`src/rtl/pattern_stream_pkg.sv`:
```
// Shared types and helpers for the pattern stream controller.
package pattern_stream_pkg;

  typedef enum logic [1:0] {
    StIdle  = 2'd0,
    StClear = 2'd1,
    StShift = 2'd2,
    StDone  = 2'd3
  } state_e;

  // A zero or oversized length means a full word.
  function automatic int unsigned eff_len(input int unsigned len, input int unsigned w);
    return (len == 0 || len > w) ? w : len;
  endfunction

endpackage

```
`src/rtl/pattern_stream_shifter.sv`:
```
// Word load / shift-left register with a bit down-counter; presents the MSB and a last-bit flag.
module pattern_stream_shifter #(
  parameter int unsigned W  = 32,
  parameter int unsigned IW = 5
) (
  input  logic          clk,
  input  logic          rst,
  input  logic          load,
  input  logic [W-1:0]  word,
  input  logic [IW:0]   len,
  input  logic          shift,
  output logic          msb,
  output logic          last
);

  logic [W-1:0] sreg_q;
  logic [IW:0]  cnt_q;

  always_ff @(posedge clk or negedge rst) begin
    if (!rst) begin
      sreg_q <= '0;
      cnt_q  <= '0;
    end else if (load) begin
      sreg_q <= word;
      cnt_q  <= len;
    end else if (shift) begin
      sreg_q <= {sreg_q[W-2:0], 1'b0};
      cnt_q  <= cnt_q - 1'b1;
    end
  end

  assign msb  = sreg_q[W-1];
  assign last = (cnt_q == (IW+1)'(1));

endmodule

```
`src/rtl/pattern_stream_ctrl.sv`:
```
// Streams a parallel word MSB-first into a serial Mealy detector and
// summarises the detect pulses (count, first hit bit index).
module pattern_stream_ctrl
  import pattern_stream_pkg::*;
#(
  parameter int unsigned W  = 32,
  parameter int unsigned CW = $clog2(W + 1),
  parameter int unsigned IW = $clog2(W)
) (
  input  logic          clk,
  input  logic          rst,
  input  logic [W-1:0]  word_i,
  input  logic [IW:0]   len_i,
  input  logic          clr_i,
  input  logic          valid_i,
  output logic          ready_o,
  input  logic          abort_i,
  output logic          det_in_o,
  output logic          det_clr_o,
  output logic          det_en_o,
  input  logic          detect_i,
  output logic          done_o,
  output logic          aborted_o,
  output logic          hit_o,
  output logic [CW-1:0] count_o,
  output logic [IW-1:0] first_idx_o
);

  state_e        state_q, state_d;
  logic          accept, in_shift, in_clear;
  logic          msb, last;
  logic [IW:0]   len_eff;
  logic          clr_q, seen_q, aborted_q;
  logic [CW-1:0] cnt_q;
  logic [IW-1:0] first_q, bit_idx_q;
  logic          hit_q;
  logic [CW-1:0] count_q;
  logic [IW-1:0] first_idx_q;

  assign accept   = (state_q == StIdle) && valid_i;
  assign in_shift = (state_q == StShift);
  assign in_clear = (state_q == StClear);
  assign len_eff  = (IW+1)'(eff_len(32'(len_i), W));

  pattern_stream_shifter #(
    .W  (W),
    .IW (IW)
  ) u_shifter (
    .clk   (clk),
    .rst   (rst),
    .load  (accept),
    .word  (word_i),
    .len   (len_eff),
    .shift (in_shift),
    .msb   (msb),
    .last  (last)
  );

  always_ff @(posedge clk or negedge rst) begin
    if (!rst) state_q <= StIdle;
    else      state_q <= state_d;
  end

  always_comb begin
    state_d = state_q;
    unique case (state_q)
      StIdle:  if (valid_i) state_d = StClear;
      StClear: state_d = abort_i ? StIdle : StShift;
      // Abort wins over the final-bit move to StDone.
      StShift: begin
        if (abort_i)   state_d = StIdle;
        else if (last) state_d = StDone;
      end
      StDone:  state_d = StIdle;
      default: state_d = StIdle;
    endcase
  end

  always_comb begin
    ready_o   = (state_q == StIdle);
    det_clr_o = in_clear && clr_q;
    det_en_o  = in_shift;
    det_in_o  = in_shift && msb;
    done_o    = (state_q == StDone);
  end

  always_ff @(posedge clk or negedge rst) begin
    if (!rst) begin
      clr_q       <= 1'b0;
      seen_q      <= 1'b0;
      cnt_q       <= '0;
      first_q     <= '0;
      bit_idx_q   <= '0;
      aborted_q   <= 1'b0;
      hit_q       <= 1'b0;
      count_q     <= '0;
      first_idx_q <= '0;
    end else begin
      aborted_q <= abort_i && (in_clear || in_shift);
      if (accept) begin
        clr_q     <= clr_i;
        seen_q    <= 1'b0;
        cnt_q     <= '0;
        first_q   <= '0;
        bit_idx_q <= IW'(W - 1);
      end else if (in_shift) begin
        bit_idx_q <= bit_idx_q - 1'b1;
        if (detect_i) begin
          cnt_q <= cnt_q + 1'b1;
          if (!seen_q) begin
            seen_q  <= 1'b1;
            first_q <= bit_idx_q;
          end
        end
        // Results fold in the final bit's detect as the stream completes.
        if (last && !abort_i) begin
          hit_q       <= seen_q | detect_i;
          count_q     <= cnt_q + CW'(detect_i);
          first_idx_q <= seen_q ? first_q : (detect_i ? bit_idx_q : '0);
        end
      end
    end
  end

  assign aborted_o   = aborted_q;
  assign hit_o       = hit_q;
  assign count_o     = count_q;
  assign first_idx_o = first_idx_q;

endmodule

```
`config.mk`:
```
export PLATFORM = sky130hd
export DESIGN_NAME = pattern_stream_ctrl
export DESIGN_NICKNAME = d
export VERILOG_FILES = /design/src/rtl/pattern_stream_pkg.sv /design/src/rtl/pattern_stream_shifter.sv /design/src/rtl/pattern_stream_ctrl.sv
export SDC_FILE = /design/constraint.sdc
export NUM_CORES = 1
export LEC_CHECK = 0
export CORE_ASPECT_RATIO = 0.7
export CORE_MARGIN = 10
export CORE_UTILIZATION = 53
export CTS_CLUSTER_DIAMETER = 150
export DETAILED_ROUTE_END_ITERATION = 10
export GPL_TIMING_DRIVEN = 0
export PLACE_DENSITY = 0.85
export SLEW_MARGIN = 5
export SYNTH_ARGS = -nofsm -noshare
export SYNTH_HDL_FRONTEND = slang
export SYNTH_HIERARCHICAL = 1
export SYNTH_SLANG_ARGS = --single-unit
```
`constraint.sdc`:
```
create_clock -name clk -period 3 [get_ports clk]
set_clock_uncertainty 0.15 [all_clocks]
set_input_delay 0.6 -clock clk [delete_from_list [all_inputs] [get_ports clk]]
set_output_delay 0.6 -clock clk [all_outputs]
set_load 0.05 [all_outputs]
```
==> report_table.html <==
<table>
<tr><th>Metric</th><th>Value</th></tr>
<tr><th colspan="2">Setup path</th></tr>
<tr><td>Flop2flop setup slack</td><td>0.40 ns</td></tr>
<tr><td>Startpoint of the worst register-to-register path</td><td>state_q[0]</td></tr>
<tr><td>Sort of element at the start of the critical path</td><td>flop</td></tr>
<tr><td>WP buf/inv</td><td>2</td></tr>
<tr><td>Endpoint required time on the critical path</td><td>2.25 ns</td></tr>
<tr><td>Arrival time worst endpoint</td><td>2.13 ns</td></tr>
<tr><td>Critical path endpoint category</td><td>output port</td></tr>
<tr><td>Top fanout value on the critical path</td><td>11</td></tr>
<tr><td>End of the worst register-to-register path</td><td>u_shifter/sreg_q[1]</td></tr>
<tr><td>Logic depth of the worst register-to-register path</td><td>7</td></tr>
<tr><td>Worst Path Class, Setup</td><td>flop to output port</td></tr>
<tr><td>Levels on crit path</td><td>3</td></tr>
<tr><td>Critical path, cell by cell</td><td>inv_1, ha_2, clkdlybuf4s50_1</td></tr>
<tr><td>Largest delay contributor family on the critical path</td><td>buffers and inverters</td></tr>
<tr><td>Longest individual stage delay on the worst path</td><td>0.87 ns</td></tr>
<tr><td>Critical Path Slowest Stage Cell</td><td>sky130_fd_sc_hd__clkdlybuf4s50_1</td></tr>
<tr><th colspan="2">Clocking</th></tr>
<tr><td>Maximum count of clock buffers along a single path</td><td>2</td></tr>
<tr><td>Clock tree from TritonCTS</td><td>built</td></tr>
<tr><td>Post-CTS Setup Bufs</td><td>0</td></tr>
<tr><td>Cell chosen for the clock root</td><td>sky130_fd_sc_hd__clkbuf_8</td></tr>
<tr><td>CTS sink count</td><td>71</td></tr>
<tr><td>Maximum level of the CTS H-tree</td><td>3</td></tr>
<tr><td>Clk slew on worst S/H paths</td><td>0.07 ns</td></tr>
<tr><td>Number of buffers created by CTS</td><td>9</td></tr>
<tr><td>Insertion delay to the later sink of the worst-skew pair</td><td>0.34 ns</td></tr>
<tr><th colspan="2">Power and ir drop</th></tr>
<tr><td>Total design power</td><td>0.00406 W</td></tr>
<tr><td>Maximum ir drop on the vdd rail</td><td>0.806 mV</td></tr>
<tr><td>Pleak</td><td>1.93 nW</td></tr>
<tr><td>Pwr Density</td><td>899 nW/µm²</td></tr>
<tr><th colspan="2">Layout</th></tr>
<tr><td>Antenna diode instance count</td><td>0</td></tr>
<tr><td>Area overhead of the layout relative to synthesis</td><td>28.9%</td></tr>
<tr><td>Total Nets Final</td><td>470</td></tr>
<tr><td>Cell Count, Final, Fillers Out</td><td>511</td></tr>
<tr><td>Final Cell Area</td><td>4520 µm²</td></tr>
<tr><td>Number of fill cells</td><td>473</td></tr>
<tr><td>Share of final-layout standard cells stronger than drive strength 1</td><td>0.0952</td></tr>
<tr><th colspan="2">Route</th></tr>
<tr><td>Remaining antenna violation count after routing</td><td>0</td></tr>
<tr><td>DR WL/cell</td><td>16.0 µm</td></tr>
<tr><td>Final WL</td><td>8.17 mm</td></tr>
<tr><td>First-pass DRT Iterations</td><td>4</td></tr>
<tr><td>Detailed router's first-iteration violation count</td><td>177</td></tr>
<tr><td># DRC</td><td>0</td></tr>
<tr><td>Via count</td><td>2740</td></tr>
<tr><td>Drt via density</td><td>5.36</td></tr>
<tr><th colspan="2">Synthesis</th></tr>
<tr><td>Post-synth top cells</td><td>71 x sky130_fd_sc_hd__dfrtp_1, 59 x sky130_fd_sc_hd__nand2_1, 50 x sky130_fd_sc_hd__o21ai_0, 37 x sky130_fd_sc_hd__mux2i_1, 13 x sky130_fd_sc_hd__a21oi_1</td></tr>
<tr><td>Instance count of the mapped netlist</td><td>342</td></tr>
<tr><td>Share of the synthesized area in the top cell type</td><td>0.507</td></tr>
<tr><td>Mapped cell area</td><td>3500 µm²</td></tr>
<tr><td>Synth Flop Type</td><td>sky130_fd_sc_hd__dfrtp_1</td></tr>
<tr><td>Most area-consuming cells after synthesis</td><td>sky130_fd_sc_hd__dfrtp_1 51%, sky130_fd_sc_hd__mux2i_1 11%, sky130_fd_sc_hd__o21ai_0 7.1%, sky130_fd_sc_hd__nand2_1 6.3%, sky130_fd_sc_hd__ha_1 3.9%</td></tr>
<tr><td>Count leader, synth</td><td>sky130_fd_sc_hd__dfrtp_1</td></tr>
<tr><td>Count of state elements after synthesis</td><td>71</td></tr>
<tr><td>Number of synthesized flops with an enable pin</td><td>0</td></tr>
<tr><td>Unique masters post-synth</td><td>41</td></tr>
<tr><td>FFs w/ async S/R, synth</td><td>1.00</td></tr>
<tr><td>Mapped Avg Cell Area</td><td>10.2 µm²</td></tr>
<tr><td>Dominant cell type by area after synthesis</td><td>sky130_fd_sc_hd__dfrtp_1</td></tr>
<tr><td>Proportion of synthesized chip area in sequential cells</td><td>0.507</td></tr>
<tr><td>Syn_nets</td><td>397</td></tr>
<tr><td>Count of yosys warnings during synthesis</td><td>6</td></tr>
<tr><th colspan="2">Floorplanning</th></tr>
<tr><td>Die Span Y</td><td>88.0 µm</td></tr>
<tr><td>Number of top-level pins</td><td>62</td></tr>
<tr><td>Row count</td><td>24</td></tr>
<tr><td>Core footprint</td><td>6340 µm²</td></tr>
<tr><td>Chip Width</td><td>117 µm</td></tr>
<tr><td>Starting Density</td><td>0.553</td></tr>
<tr><td>Total Die Area</td><td>10300 µm²</td></tr>
<tr><th colspan="2">Timing</th></tr>
<tr><td>Endpoints failing hold</td><td>0</td></tr>
<tr><td>Total negative slack</td><td>0 ns</td></tr>
<tr><td>RSZ-0062 raised after global routing</td><td>no</td></tr>
<tr><td># setup viols final</td><td>0</td></tr>
<tr><td>Transition time at the pin with the least slew margin</td><td>0.560 ns</td></tr>
<tr><td>Final clock period utilization by the worst path</td><td>0.959</td></tr>
<tr><td>Final-report max-slew violation count</td><td>0</td></tr>
<tr><td>Highest achievable clock rate</td><td>348 MHz</td></tr>
<tr><td>Final critical path time including I/O delays and setup</td><td>2.88 ns</td></tr>
<tr><td>Max transition margin</td><td>0.626</td></tr>
<tr><td>Setup slack after layout</td><td>0.122 ns</td></tr>
<tr><th colspan="2">Place</th></tr>
<tr><td>Post-Place Worst Slack</td><td>-0.0989 ns</td></tr>
<tr><td>Placed instance area</td><td>4250 µm²</td></tr>
<tr><td>Placed cells</td><td>495</td></tr>
<tr><td>Routability congestion estimate from global placement</td><td>0.828</td></tr>
<tr><td>Post-DP HPWL</td><td>5.91 mm</td></tr>
<tr><td># port buffers</td><td>61</td></tr>
<tr><th colspan="2">Min path</th></tr>
<tr><td>Min-Delay Path Depth</td><td>2</td></tr>
<tr><td>Classification of the worst-slack hold path</td><td>flop to flop</td></tr>
<tr><td>Startpoint of the tightest hold check path</td><td>clr_q</td></tr>
<tr><td>Hold-critical path endpoint</td><td>clr_q</td></tr>
<tr><th colspan="2">GRT</th></tr>
<tr><td>Vias in the first global route</td><td>2809</td></tr>
<tr><td>Antenna violations before repair</td><td>0</td></tr>
<tr><td>First-pass GRT wire length</td><td>13.7 mm</td></tr>
<tr><td>Overflow left after global routing</td><td>0</td></tr>
<tr><td>Total routing resource utilization after global routing</td><td>0.168</td></tr>
<tr><td>Pin count of the biggest net entering global routing</td><td>53</td></tr>
<tr><th colspan="2">Outcome</th></tr>
<tr><td>Run status</td><td>finished clean</td></tr>
<tr><th colspan="2">Run</th></tr>
<tr><td>Max capacitance violation total</td><td>0</td></tr>
</table>
-- flip-flops by register name (all words and copies together) (netlist names) --
name,cells
bit_idx_q,5
first_q,5
u_shifter/sreg_q,32
hit_o,1
first_idx_o,5
state_q,2
clr_q,1
seen_q,1
aborted_o,1
u_shifter/cnt_q,6
cnt_q,6
count_o,6
-- worst max-delay path by stage --
stage	from	to	slack (ns)
2_1_floorplan	state_q[0]	det_in_o	0.40
4_1_cts	state_q[0]	det_in_o	0.02
3_3_place_gp	rst	u_shifter/sreg_q[7]	-1.17
5_1_grt	state_q[0]	det_en_o	0.01
6_report	state_q[0]	det_en_o	0.12
3_5_place_dp	valid_i	u_shifter/cnt_q[0]	-0.1
-- what timing repair did --
item	4_1_cts	5_1_grt
endpoints found under the setup margin	2	28
hold buffers	1	0
hold endpoints to repair	19	0
resized for setup	3	1
-- placed cells by master, fill, tap and decap left out, types with 2 or more instances in the layout --
cell type	n
sky130_fd_sc_hd__dfrtp_1	71
sky130_fd_sc_hd__nand2_1	59
sky130_fd_sc_hd__clkdlybuf4s50_1	59
sky130_fd_sc_hd__o21ai_0	50
sky130_fd_sc_hd__mux2i_1	37
sky130_fd_sc_hd__a21oi_1	13
sky130_fd_sc_hd__nor2_1	11
sky130_fd_sc_hd__ha_1	10
sky130_fd_sc_hd__clkbuf_8	9
sky130_fd_sc_hd__inv_1	8
sky130_fd_sc_hd__nor2b_1	7
sky130_fd_sc_hd__clkbuf_1	7
sky130_fd_sc_hd__xnor2_1	7
sky130_fd_sc_hd__buf_2	6
sky130_fd_sc_hd__and3b_1	6
sky130_fd_sc_hd__nand3_1	5
sky130_fd_sc_hd__xor2_1	5
sky130_fd_sc_hd__and2_1	4
sky130_fd_sc_hd__bufinv_16	4
sky130_fd_sc_hd__buf_6	4
sky130_fd_sc_hd__nand2b_1	3
sky130_fd_sc_hd__clkinv_2	3
sky130_fd_sc_hd__or4_1	2
sky130_fd_sc_hd__nand3b_1	2
sky130_fd_sc_hd__clkbuf_2	2
sky130_fd_sc_hd__nand2_2	2
sky130_fd_sc_hd__or3_1	2
sky130_fd_sc_hd__mux2_2	2
-- worst reg2reg max path: cells and delay by family, from the launching register on --
family	cells	cell delay (ns)
buffers and inverters	4	1.30
AOI/OAI and AO/OA	1	0.20
and+or+nand+nor	1	0.17
DFF	1	0.43
adders and majority gates	1	0.21
-- cell type report --
class | count | area, µm² | share of cell area
clock buffers | 9 | 124 | 0.0274
repair buffers | 63 | 641 | 0.142
flip-flops and latches | 71 | 1780 | 0.393
well taps | 91 | 114 | 0.0252
inverters | 8 | 30.0 | 0.00665
plain buffers | 18 | 106 | 0.0235
multi-input cells | 244 | 1590 | 0.352
clock inverters | 7 | 135 | 0.0299
-- power breakdown --
group / internal, W / switching [W] / total, W
clock: 0.000632 / 0.000356 / 0.000988
sequential: 0.00132 / 0.000242 / 0.00156
combinational: 0.000632 / 0.000876 / 0.00151
-- stage by stage --
stage                     hold WS (ns)  utilization
after CTS                        0.323        0.714
after global placement           0.307        0.667
final                            0.322        0.713
after global routing             0.359        0.713
after detailed placement         0.304        0.671
after floorplan                  0.154            -
-- routing by layer --
metal / track usage / vias up / share of wire
met5: 0 / - / 0
met3: 0.0574 / 4 / 0.047
met2: 0.269 / 54 / 0.50
met4: 0.0380 / 0 / 0.0054
met1: 0.216 / 1369 / 0.44
li1: - / 1313 / -
-- logic make-up after synthesis --
group           share of synthesized area
compound gates                      0.109
xor+xnor                           0.0300
fa+ha+maj                          0.0393
buf+inv                            0.0400
flops                               0.507
mux                                 0.112
simple gates                        0.163
(Power assumes the default switching activity.)
